`src/rtl/elev_pkg.sv`:
```
// Shared types and constants for the elevator JK floor driver.
// JK drive codes are packed as {j,k}; the toggle code 2'b11 is deliberately absent.
package elev_pkg;

  typedef enum logic [2:0] {
    S_IDLE,
    S_MOVE,
    S_STEP,
    S_SETTLE,
    S_DOOR,
    S_FAULT
  } state_t;

  localparam logic [1:0] JK_HOLD  = 2'b00;
  localparam logic [1:0] JK_RESET = 2'b01;
  localparam logic [1:0] JK_SET   = 2'b10;

  localparam int DEF_FLOORS      = 8;
  localparam int DEF_FLOOR_W     = 3;
  localparam int DEF_MOVE_CYCLES = 3;
  localparam int DEF_DOOR_CYCLES = 4;

  // One bit of the floor register: drive it from cur towards tgt without toggling.
  function automatic logic [1:0] jk_code(input logic cur, input logic tgt);
    if (tgt && !cur) return JK_SET;
    else if (!tgt && cur) return JK_RESET;
    else return JK_HOLD;
  endfunction

endpackage

```
`src/rtl/jk_excite.sv`:
```
// Combinational J/K excitation: per bit, the set/reset/hold code that moves
// the external JK bank from its current value to the target value.
module jk_excite
  import elev_pkg::*;
#(
  parameter int W = DEF_FLOOR_W
) (
  input  logic [W-1:0] cur,
  input  logic [W-1:0] target,
  output logic [W-1:0] j,
  output logic [W-1:0] k
);

  for (genvar i = 0; i < W; i++) begin : g_bit
    assign {j[i], k[i]} = jk_code(cur[i], target[i]);
  end

endmodule

```
`src/rtl/elev_jk_floor_driver.sv`:
```
// Elevator car controller: latches calls, runs SCAN, times travel and door dwell,
// and steps an external JK floor register by one floor per ff_enable pulse.
// Optional macro ELEV_READBACK_CHECK_EN enables the settle readback and range check (err/FAULT).
module elev_jk_floor_driver
  import elev_pkg::*;
#(
  parameter int FLOORS      = DEF_FLOORS,
  parameter int FLOOR_W     = DEF_FLOOR_W,
  parameter int MOVE_CYCLES = DEF_MOVE_CYCLES,
  parameter int DOOR_CYCLES = DEF_DOOR_CYCLES
) (
  input  logic               clk,
  input  logic               reset,
  input  logic [FLOORS-1:0]  call_req,
  input  logic [FLOOR_W-1:0] floor_q,
  output logic [FLOOR_W-1:0] jk_j,
  output logic [FLOOR_W-1:0] jk_k,
  output logic               ff_enable,
  output logic               door_open,
  output logic               moving,
  output logic               dir_up,
  output logic [FLOORS-1:0]  pending,
  output logic               err
);

  localparam int CNT_MAX = (MOVE_CYCLES > DOOR_CYCLES) ? MOVE_CYCLES : DOOR_CYCLES;
  localparam int CNT_W   = $clog2(CNT_MAX + 1);

  state_t             state;
  logic [CNT_W-1:0]   cnt;
  logic [FLOOR_W-1:0] target;

  logic [FLOORS-1:0]  eff, cur_onehot, above_m, below_m, clear_mask;
  logic               cur_hit, any_above, any_below, ahead, behind;
  logic               eval_dir, cur_call, settle_ok, range_bad, do_eval, go_fault;
  state_t             eval_next;
  logic [FLOOR_W-1:0] eval_target, step_j, step_k;

  jk_excite #(.W(FLOOR_W)) u_excite (
    .cur    (floor_q),
    .target (target),
    .j      (step_j),
    .k      (step_k)
  );

  // Evaluation sees this cycle's call pulses so a call at the current floor opens the door next cycle.
  always_comb begin
    above_m = '0;
    below_m = '0;
    for (int i = 0; i < FLOORS; i++) begin
      above_m[i] = (i > int'(floor_q));
      below_m[i] = (i < int'(floor_q));
    end
    cur_onehot = {{(FLOORS-1){1'b0}}, 1'b1} << floor_q;
    eff        = pending | call_req;
    cur_hit    = |(eff & cur_onehot);
    any_above  = |(eff & above_m);
    any_below  = |(eff & below_m);
    ahead      = dir_up ? any_above : any_below;
    behind     = dir_up ? any_below : any_above;
    eval_dir   = dir_up;
    eval_next  = S_IDLE;
    if (cur_hit) begin
      eval_next = S_DOOR;
    end else if (ahead) begin
      eval_next = S_MOVE;
    end else if (behind) begin
      eval_next = S_MOVE;
      eval_dir  = ~dir_up;
    end
    eval_target = eval_dir ? floor_q + FLOOR_W'(1) : floor_q - FLOOR_W'(1);
    cur_call    = |(call_req & cur_onehot);
`ifdef ELEV_READBACK_CHECK_EN
    settle_ok = (floor_q == target);
    range_bad = (int'(floor_q) >= FLOORS);
`else
    settle_ok = 1'b1;
    range_bad = 1'b0;
`endif
    go_fault = range_bad || ((state == S_SETTLE) && !settle_ok);
    do_eval  = (state == S_IDLE) || ((state == S_SETTLE) && settle_ok) ||
               ((state == S_DOOR) && (cnt == CNT_W'(DOOR_CYCLES - 1)) && !cur_call);
    clear_mask = ((state == S_DOOR) || (do_eval && (eval_next == S_DOOR) && !go_fault))
               ? cur_onehot : '0;
  end

  always_ff @(posedge clk or posedge reset) begin
    if (reset) pending <= '0;
    else       pending <= (pending | call_req) & ~clear_mask;
  end

  always_ff @(posedge clk or posedge reset) begin
    if (reset) begin
      state     <= S_IDLE;
      cnt       <= '0;
      target    <= '0;
      jk_j      <= '0;
      jk_k      <= '0;
      ff_enable <= 1'b0;
      door_open <= 1'b0;
      moving    <= 1'b0;
      dir_up    <= 1'b1;
      err       <= 1'b0;
    end else if (go_fault) begin
      state     <= S_FAULT;
      err       <= 1'b1;
      cnt       <= '0;
      jk_j      <= '0;
      jk_k      <= '0;
      ff_enable <= 1'b0;
      door_open <= 1'b0;
      moving    <= 1'b0;
    end else if (do_eval) begin
      state     <= eval_next;
      dir_up    <= eval_dir;
      cnt       <= '0;
      moving    <= (eval_next == S_MOVE);
      door_open <= (eval_next == S_DOOR);
      if (eval_next == S_MOVE) target <= eval_target;
    end else begin
      case (state)
        S_MOVE: begin
          if (cnt == CNT_W'(MOVE_CYCLES - 1)) begin
            state     <= S_STEP;
            cnt       <= '0;
            ff_enable <= 1'b1;
            jk_j      <= step_j;
            jk_k      <= step_k;
          end else begin
            cnt <= cnt + CNT_W'(1);
          end
        end
        S_STEP: begin
          state     <= S_SETTLE;
          ff_enable <= 1'b0;
          jk_j      <= '0;
          jk_k      <= '0;
        end
        // A repeated call for the current floor holds the door for a fresh dwell.
        S_DOOR: begin
          if (cur_call) cnt <= '0;
          else          cnt <= cnt + CNT_W'(1);
        end
        default: ;
      endcase
    end
  end

endmodule

```
`config.mk`:
```
export PLATFORM = sky130hd
export DESIGN_NAME = elev_jk_floor_driver
export DESIGN_NICKNAME = d
export VERILOG_FILES = /design/src/rtl/elev_pkg.sv /design/src/rtl/jk_excite.sv /design/src/rtl/elev_jk_floor_driver.sv
export SDC_FILE = /design/constraint.sdc
export NUM_CORES = 1
export LEC_CHECK = 0
export ABC_AREA = 1
export BUFFER_PORTS_ARGS = -buffer_cell sky130_fd_sc_hd__buf_2
export CORE_MARGIN = 2
export CORE_UTILIZATION = 55
export CTS_CLUSTER_DIAMETER = 200
export DETAILED_ROUTE_END_ITERATION = 12
export PLACE_DENSITY_LB_ADDON = 0.3
export SYNTH_ARGS = -nofsm -noshare
export SYNTH_HDL_FRONTEND = slang
export SYNTH_SLANG_ARGS = --single-unit
```
`constraint.sdc`:
```
create_clock -name clk -period 2.03 [get_ports clk]
set_clock_uncertainty 0.1 [all_clocks]
set_input_delay 0.203 -clock clk [delete_from_list [all_inputs] [get_ports clk]]
set_output_delay 0.203 -clock clk [all_outputs]
set_load 0.02 [all_outputs]
```
==> metrics.cfg, run 1 <==
[route]
routedWlPerCell_um=11.3
remaining_drc_errors=0
ant_nets=0
drt-total-wl_um=3480
vias=1507
routed.top_layer=met4
met1Wirelength_um=1710
dr_wl_met2_um=1630
drtIter0Drc=44
dr.pass1.iters=4
vias_per_cell=4.91
wl_met3_um=109

[hold_path]
hold_class=in2reg
holdPathStages=2
min_from=floor_q[0]
min_to=target[0]

[timing]
rsz0062_at_grt=no
tns_ns=0
setup_violations=0
tightest_slew_ns=0.531
fmax_ghz=0.593
post-route-period-util_pct=83.0
hold_viol_final=0
setup_ws_ns=0.344
min_period_ns=1.69
slew_violations=0
slew_headroom_pct=64.5

[die]
die_y_um=59.5
core_um2=3000
dieWidth_um=59.5
dieArea_um2=3540
io_pins=32
start_util_pct=56.4
rows=20

[setup_path]
worstPathRequired_ns=2.17
path_cells=nor2_1 -> nand2_1 -> inv_1 -> nand2_1 -> nand3b_2 -> nand2_2 -> nand2_2 -> nand2_2 -> a21oi_1
crit_type=reg2reg
path_buf_inv=1
worstPathMaxFanout=8
startpoint_type=flop
cpMaxStageDelayCell=dfrtp_1
cp.arrival_ns=1.83
worst-r2r-cell-count=9
worstReg2RegEnd=pending[2]
rrSetupSlack_ns=0.34
cp_top_family=simple AND/OR/NAND/NOR gates
r2r_start=state[0]
critPathMaxStageDelay_ns=0.45
crit_top_cell=nand2_2
end_kind=flop

[clocking]
clk_path_buf_depth=2
cts_max_level=1
clock-sinks=27
clkTransAtPathRegs_ns=0.16
cts_made_buffers=3
cts_root_buf=clkbuf_4
cts_tree=built
ctsResizeCount=0
worstSkewPairLatency_ns=0.34

[cells_and_area]
nets=298
final_cell_mix=nand2_1, inv_1, buf_2
n_antenna_cell=0
mostFrequentLayoutCell=nand2_1
area_growth_pct=15.7
final_util_pct=65.3
drive_gt1_share_pct=21.5

[power_and_ir_drop]
p_leak_nw=1.16
powerDensity_nw_per_um2=1070
irDropWorstVdd_uv=634
power.total_mw=2.10

[synthesis]
syn_avg_cell_area_um2=7.24
synthesis.area_um2=1690
synthCells=234
synth.area.top_cells=dfrtp_1, nand2_1, inv_1
yosysTopAreaCell=dfrtp_1
syn-num-nets=257
ys_warn_count=0
yosysUniqueCellTypes=24
synth_top_area_share_pct=38.4
ys_seq_elements=27
ys_seq_area_share_pct=40.0

[global_routing]
grt_max_degree=28
grt_overflow_total=0
track_usage_pct=21.6
grt_pass1_wl_um=5830
antenna_found_initial=0
grt_pass1_vias=1385

[placed_design]
dp_hpwl_um=2740
place.gp.congestion=0.827
port_buffers=30
dp_slack_ns=0.0488

[status]
status=finished, final reports clean

[run]
maxCapViolCount=0

routing by layer:
| metal | vias to the layer above | GRT usage (%) |
|---|---|---|
| met4 | 0 | 6.67 |
| met2 | 20 | 35.5 |
| met3 | 4 | 2.62 |
| met5 | - | 0 |
| li1 | 796 | - |
| met1 | 687 | 29.9 |
cell type report:
class / instances / area, µm²
tap: 33 / 41.3
clock buffer: 3 / 22.5
timing repair buffer: 38 / 213
fill: 277 / 1040
multi-input combinational: 160 / 830
inverter: 45 / 169
sequential: 27 / 677
clock inverter: 1 / 7.51
sequential cells by signal, indices dropped and copies added, names as in the netlist:
signal and flops:
target 3, moving 1, door_open 1, state 3, jk_k 3, jk_j 3, ff_enable 1, dir_up 1
cnt 3, pending 8
Yosys cell counts, drive strengths merged:
cell type and instances:
dfrtp 26, o21ai 6, dfstp 1, a21boi 4, nor2 20, a32o 3, ha 10, o31ai 3
o22ai 4, inv 45, nand2 88, nand3b 2, xnor2 1, buf 2, a21oi 7, mux2i 1
nand3 10, conb 1
cell families (layout without fill, tap and decap cells):
family / count (synthesis) / count (layout) / share of synthesized area, %
DFF: 27 / 27 / 40.0
AOI/OAI and AO/OA: 27 / 27 / 10.2
other: 1 / 1 / 0.221
adders and majority gates: 10 / 10 / 7.39
muxes: 1 / 1 / 0.591
and+or+nand+nor: 120 / 120 / 30.1
xor gates and xnor gates: 1 / 1 / 0.517
buffers and inverters: 47 / 87 / 11.1
power breakdown:
part	internal, mW	leakage, nW	switching (mW)
Sequential	0.738	0.316	0.128
Clock	0.0757	0.0139	0.178
Combinational	0.349	0.833	0.635
Total	1.16	1.16	0.942
through the flow:
| step | hold WS (ns) | instance area (µm²) | std cells |
|---|---|---|---|
| after floorplan | 0.155 | 1690 | 234 |
| after global placement | 0.177 | 1920 | 302 |
| after detailed placement | 0.182 | 1920 | 302 |
| after CTS | 0.0136 | 1960 | 307 |
| after global routing | 0.0267 | 1960 | 307 |
| final | 0.0247 | 1960 | 307 |
worst max-delay path by stage:
| stage | startpoint | end | slack (ns) | cells after the start |
|---|---|---|---|---|
| after CTS | cnt[0] | pending[2] | 0.33 | 8 |
| after floorplan | floor_q[0] | state[0] | 0.36 | 13 |
| after global routing | pending[3] | target[1] | 0.19 | 14 |
| after detailed placement | floor_q[1] | pending[2] | 0.05 | 11 |
| final | state[0] | pending[2] | 0.34 | 9 |
| after global placement | floor_q[1] | pending[5] | 0.09 | 11 |
timing repair:
action / CTS / global route
buffers inserted: 0 / 0
endpoints found under the hold margin: 26 / 0
hold buffers: 1 / 0
(Power assumes the default switching activity.)
==> inputs of run 2 (changes only) <==
Clock period 2.03 ns to 1.63 ns, I/O delays scaled along.
==> run 2 against run 1 <==
  * Via count grew 4.7%
  * Clock power rose by 16%
  * Clock-buffer cell count stayed put
  * Global-route usage grew 1.7 points
  * Cell count is 5.2% higher
  * Critical path depth is 1 lower
  * Non-clock buffer count grew 16
  * The run now ends with setup timing left
  * Sequential share of layout area fell by 3.1 points
  * Maximum frequency is 3.1% higher
  * Largest power group unchanged
  * Wire length up 8.6%
==> metrics.cfg, run 2 (synthesized netlist as in run 1, its figures left out) <==
[placed_design]
dp.cells=315  ; +4.3%
port_buffers=30  ; unchanged
placed_cell_area_um2=2030  ; +5.9%
place.gp.congestion=0.864  ; +4.5%
dp_hpwl_um=2910  ; +6.5%
dp_slack_ns=-0.306  ; -0.355 ns

[die]
rows=20  ; unchanged
core_um2=3000  ; unchanged
dieWidth_um=59.5  ; unchanged
dieArea_um2=3540  ; unchanged
start_util_pct=56.4  ; unchanged
io_pins=32  ; unchanged
die_y_um=59.5  ; unchanged

[setup_path]
cp.arrival_ns=1.79  ; -0.04 ns
critPathMaxStageDelay_ns=0.41  ; -0.04 ns
startpoint_type=flop
cp_top_family=simple AND/OR/NAND/NOR gates
worstPathRequired_ns=1.78  ; -0.39 ns
cp.depth=8  ; -1
end_kind=flop
path_buf_inv=0  ; -1
worst-r2r-cell-count=8  ; -1
worstPathMaxFanout=8  ; unchanged
path_cells=ha_1 -> ha_1 -> nand2_1 -> nand3b_2 -> nand2_2 -> nand2_2 -> nand2_4 -> a21oi_1
crit_type=reg2reg
cpMaxStageDelayCell=dfrtp_1

[power_and_ir_drop]
powerDensity_nw_per_um2=1310  ; +22%
p_leak_nw=1.26  ; +8.1%
irDropWorstVdd_uv=792  ; +25%
power.total_mw=2.83  ; +34%

[clocking]
cts_made_buffers=3  ; unchanged
clock-sinks=27  ; unchanged
cts_max_level=1  ; unchanged
clk_path_buf_depth=2  ; unchanged
clkTransAtPathRegs_ns=0.15  ; about the same
cts_root_buf=clkbuf_4
cts_tree=built
worstSkewPairLatency_ns=0.32  ; -0.02 ns

[timing]
min_period_ns=1.63  ; -0.0509 ns
slew_violations=0  ; unchanged
whs_ns=0.0145  ; -0.0102 ns
hold_viol_final=0  ; unchanged
rsz0062_at_grt=yes
fmax_ghz=0.612  ; +3.1%
tns_ns=-0.00819  ; -0.00819 ns
setup_ws_ns=-0.00479  ; -0.349 ns
post-route-period-util_pct=100  ; +17 points
setup_violations=2  ; +2

[cells_and_area]
largest_reg_flops=8  ; unchanged
area_growth_pct=27.2
seq_area_um2=677  ; unchanged
multi_input_area_um2=886  ; +6.8%
instances_no_fill=323  ; +5.2%
drive_gt1_share_pct=31.7  ; +10 points
postLayoutCellArea_um2=2150  ; +10%
mostFrequentLayoutCell=nand2_1
n_antenna_cell=0  ; unchanged
n_fill_cell=265  ; -4.3%
nets=314  ; +5.4%
final_util_pct=71.8  ; +6.5 points
top_register=pending
final_cell_mix=nand2_1, inv_1, buf_2

[global_routing]
antenna_found_initial=0  ; unchanged
grt_pass1_vias=1505  ; +8.7%
grt_overflow_total=0  ; unchanged
grt_max_degree=28  ; unchanged
grt_pass1_wl_um=6360  ; +9.1%
track_usage_pct=23.3  ; +1.7 points

[route]
routedWlPerCell_um=11.7  ; +3.2%
ant_nets=0  ; unchanged
dr.pass1.iters=4  ; unchanged
vias_per_cell=4.89  ; -0.48%
vias=1578  ; +4.7%
remaining_drc_errors=0  ; unchanged
drt-total-wl_um=3780  ; +8.6%
drtIter0Drc=46  ; +4.5%

[hold_path]
holdPathStages=3  ; +1
hold_class=in2reg

[status]
violations=setup timing
status=complete, but fails checks

[run]
maxCapViolCount=0  ; unchanged

## run 2: changes by cell type in the layout (fill, tap and decap cells not counted), moves of 3 or more
| cell | delta |
|---|---|
| nor2_2 | +4 |
| nor2_1 | -4 |
| nand2_4 | +4 |
| nand2_1 | -9 |
| buf_4 | +15 |
| inv_1 | -3 |
| nand2_2 | +5 |
## run 2: tightest hold or removal path, stage by stage
cell and delay (ns):
buf_2 0.09, nor2_1 0.04, a21oi_1 0.11
## run 2: worst paths after layout
check                        endpoint   startpoint  slack [ns]
max reg2reg                pending[2]       cnt[0]      -0.005
max in group asynchronous      dir_up        reset        0.82
min                        pending[4]  call_req[4]        0.01
min in group asynchronous      cnt[2]        reset        0.32
min reg2reg                 door_open    door_open        0.38
max                        pending[2]       cnt[0]      -0.005
## run 2: timing repair
action,in CTS,in global routing
endpoints found under the setup margin,14,26
hold buffers,1,0
pin swaps,0,14
buffers inserted,3,0
hold endpoints to repair,26,0
gates resized for setup,3,19
## run 2: cell type report
class | count | share of cell area, %
Tap cell | 33 | 1.92
Multi-Input combinational cell | 160 | 41.1
Inverter | 45 | 8.13
Clock inverter | 1 | 0.348
Sequential cell | 27 | 31.4
Timing Repair Buffer | 54 | 16.0
Clock buffer | 3 | 1.05
## run 2: layer usage
layer,track usage [%],wire (µm),vias to the layer above
li1,-,-,831
met1,33.2,1840,708
met2,37.8,1770,33
met3,3.28,130,6
met4,4.76,42,0
met5,0,0,-
## run 2: power by group
part	internal, mW	switching, mW	leakage [nW]
combinational	0.571	0.890	0.928
sequential	0.919	0.154	0.316
clock	0.0937	0.202	0.0139
==> inputs of run 3 (changes only) <==
Settings changed: TNS_END_PERCENT from default to 1.
==> run 3 against run 2 <==
  * Power grew 1.6%
  * Cell count did not move
  * Critical path depth increased by 6
  * Die area unchanged
  * Utilization increased by 1.0 points
  * Wire length fell by 0.56%
  * The flow now finishes without violations
  * Largest power group unchanged
  * Maximum frequency rose by 1.0%
  * Largest cell class unchanged
  * Flip-flop and latch count is the same
  * Combinational power grew 3%
  * Clock power is essentially flat
  * Sequential power about the same
  * Final area grew 1.4%
==> metrics.cfg, run 3 (synthesized netlist as in run 1, its figures left out) <==
[status]
status=finished, final reports clean

[placed_design]
dp_hpwl_um=2910  ; unchanged
placed_cell_area_um2=2030  ; unchanged
port_buffers=30  ; unchanged
dp.cells=315  ; unchanged
dp_slack_ns=-0.306  ; unchanged
place.gp.congestion=0.864  ; unchanged

[timing]
rsz0062_at_grt=yes
hold_viol_final=0  ; unchanged
fmax_ghz=0.618  ; +1.0%
tns_ns=0  ; +0.00819 ns
slew_violations=0  ; unchanged
setup_violations=0  ; -2
setup_ws_ns=0.0121  ; +0.0169 ns
whs_ns=0.0115  ; -0.00293 ns
min_period_ns=1.62  ; -0.0169 ns
post-route-period-util_pct=99.3  ; -1.0 points

[setup_path]
end_kind=flop
crit_type=reg2reg
r2r_start=pending[0]
rrSetupSlack_ns=0.01  ; +0.02 ns
worst-r2r-cell-count=14  ; +6
path_cells=inv_1 -> nand2_1 -> nand2_1 -> nand2_1 -> nor2_2 -> nand2_2 -> inv_2 -> nand2_2 -> nand2_4 -> nand2_4 -> nand2_2 -> nand2_1 -> nand2_1 -> nand2_1
critPathMaxStageDelay_ns=0.41  ; about the same
path_buf_inv=2  ; +2
worstPathRequired_ns=1.77  ; about the same
cp_top_family=simple AND/OR/NAND/NOR gates
startpoint_type=flop
crit_top_cell=nand2_1
cpMaxStageDelayCell=dfrtp_1
worstReg2RegEnd=target[1]
cp.arrival_ns=1.76  ; -0.03 ns
startpoint=pending[0]
worstPathMaxFanout=3  ; -5

[cells_and_area]
drive_gt1_share_pct=32.4  ; +0.69 points
top_register=pending
mostFrequentLayoutCell=nand2_1
seq_area_um2=677  ; unchanged
final_util_pct=72.8  ; +1.0 points
n_antenna_cell=0  ; unchanged
multi_input_area_um2=918  ; +3.7%
largest_reg_flops=8  ; unchanged
nets=314  ; unchanged
instances_no_fill=323  ; unchanged
n_fill_cell=257  ; -3.0%
final_cell_mix=nand2_1, inv_1, buf_2
area_growth_pct=29.0
postLayoutCellArea_um2=2180  ; +1.4%

[die]
rows=20  ; unchanged
die_y_um=59.5  ; unchanged
start_util_pct=56.4  ; unchanged
core_um2=3000  ; unchanged
dieArea_um2=3540  ; unchanged
dieWidth_um=59.5  ; unchanged
io_pins=32  ; unchanged

[clocking]
cts_root_buf=clkbuf_4
clk_path_buf_depth=2  ; unchanged
cts_made_buffers=3  ; unchanged
clkTransAtPathRegs_ns=0.15  ; about the same
worstSkewPairLatency_ns=0.32  ; about the same
cts_tree=built
clock-sinks=27  ; unchanged
cts_max_level=1  ; unchanged

[route]
routedWlPerCell_um=11.6  ; -0.56%
ant_nets=0  ; unchanged
dr.pass1.iters=4  ; unchanged
vias=1587  ; +0.57%
vias_per_cell=4.91  ; +0.57%
remaining_drc_errors=0  ; unchanged
drt-total-wl_um=3760  ; -0.56%
drtIter0Drc=42  ; -8.7%

[global_routing]
antenna_found_initial=0  ; unchanged
track_usage_pct=23.3  ; unchanged
grt_pass1_wl_um=6360  ; unchanged
grt_pass1_vias=1505  ; unchanged
grt_max_degree=28  ; unchanged
grt_overflow_total=0  ; unchanged

[hold_path]
holdPathStages=3  ; unchanged
min_from=call_req[4]
hold_class=in2reg
min_to=pending[4]

[run]
maxCapViolCount=0  ; unchanged

[power_and_ir_drop]
powerDensity_nw_per_um2=1320  ; +0.19%
irDropWorstVdd_uv=791  ; -0.18%
power.total_mw=2.87  ; +1.6%
p_leak_nw=1.27  ; +1.3%

==> run 3: repair_timing <==
item / CTS / global route
hold buffers: 1 / 0
buffers inserted: 3 / 0
endpoints found under the hold margin: 26 / 0
setup endpoints to repair: 14 / 26
resized for setup: 3 / 24
pin swaps: 0 / 12
==> run 3: worst max-delay path by stage <==
stage | to | slack [ns] | depth (start not counted)
5_1_grt | target[1] | -0.12 | 14
4_1_cts | cnt[0] | 0.009 | 8
6_report | target[1] | 0.01 | 14
2_1_floorplan | target[1] | 0.06 | 16
3_5_place_dp | target[1] | -0.31 | 17
3_3_place_gp | pending[5] | -0.27 | 11
==> run 3: tightest hold or removal path, cell delays in order <==
cell	delay [ns]
buf_2	0.09
nor2_1	0.04
a21oi_1	0.11
==> run 3: per-layer routing <==
metal,vias up,track usage (%),part of all wire (%)
met5,-,0,0
met3,6,3.28,4.8
li1,832,-,-
met1,705,33.2,46
met4,0,4.76,1.1
met2,44,37.8,48
==> run 3: cell type report <==
cell class	instances	area share, %
multi-input cells	160	42.0
flip-flops and latches	27	31.0
repair buffers	54	15.8
inverters	45	7.90
well taps	33	1.89
clock buffers	3	1.03
clock inverters	1	0.344
==> run 3: power breakdown <==
part | switching [mW] | leakage [nW] | internal, mW
Clock | 0.203 | 0.0139 | 0.0937
Sequential | 0.156 | 0.316 | 0.919
Combinational | 0.914 | 0.944 | 0.588
Total | 1.27 | 1.27 | 1.60
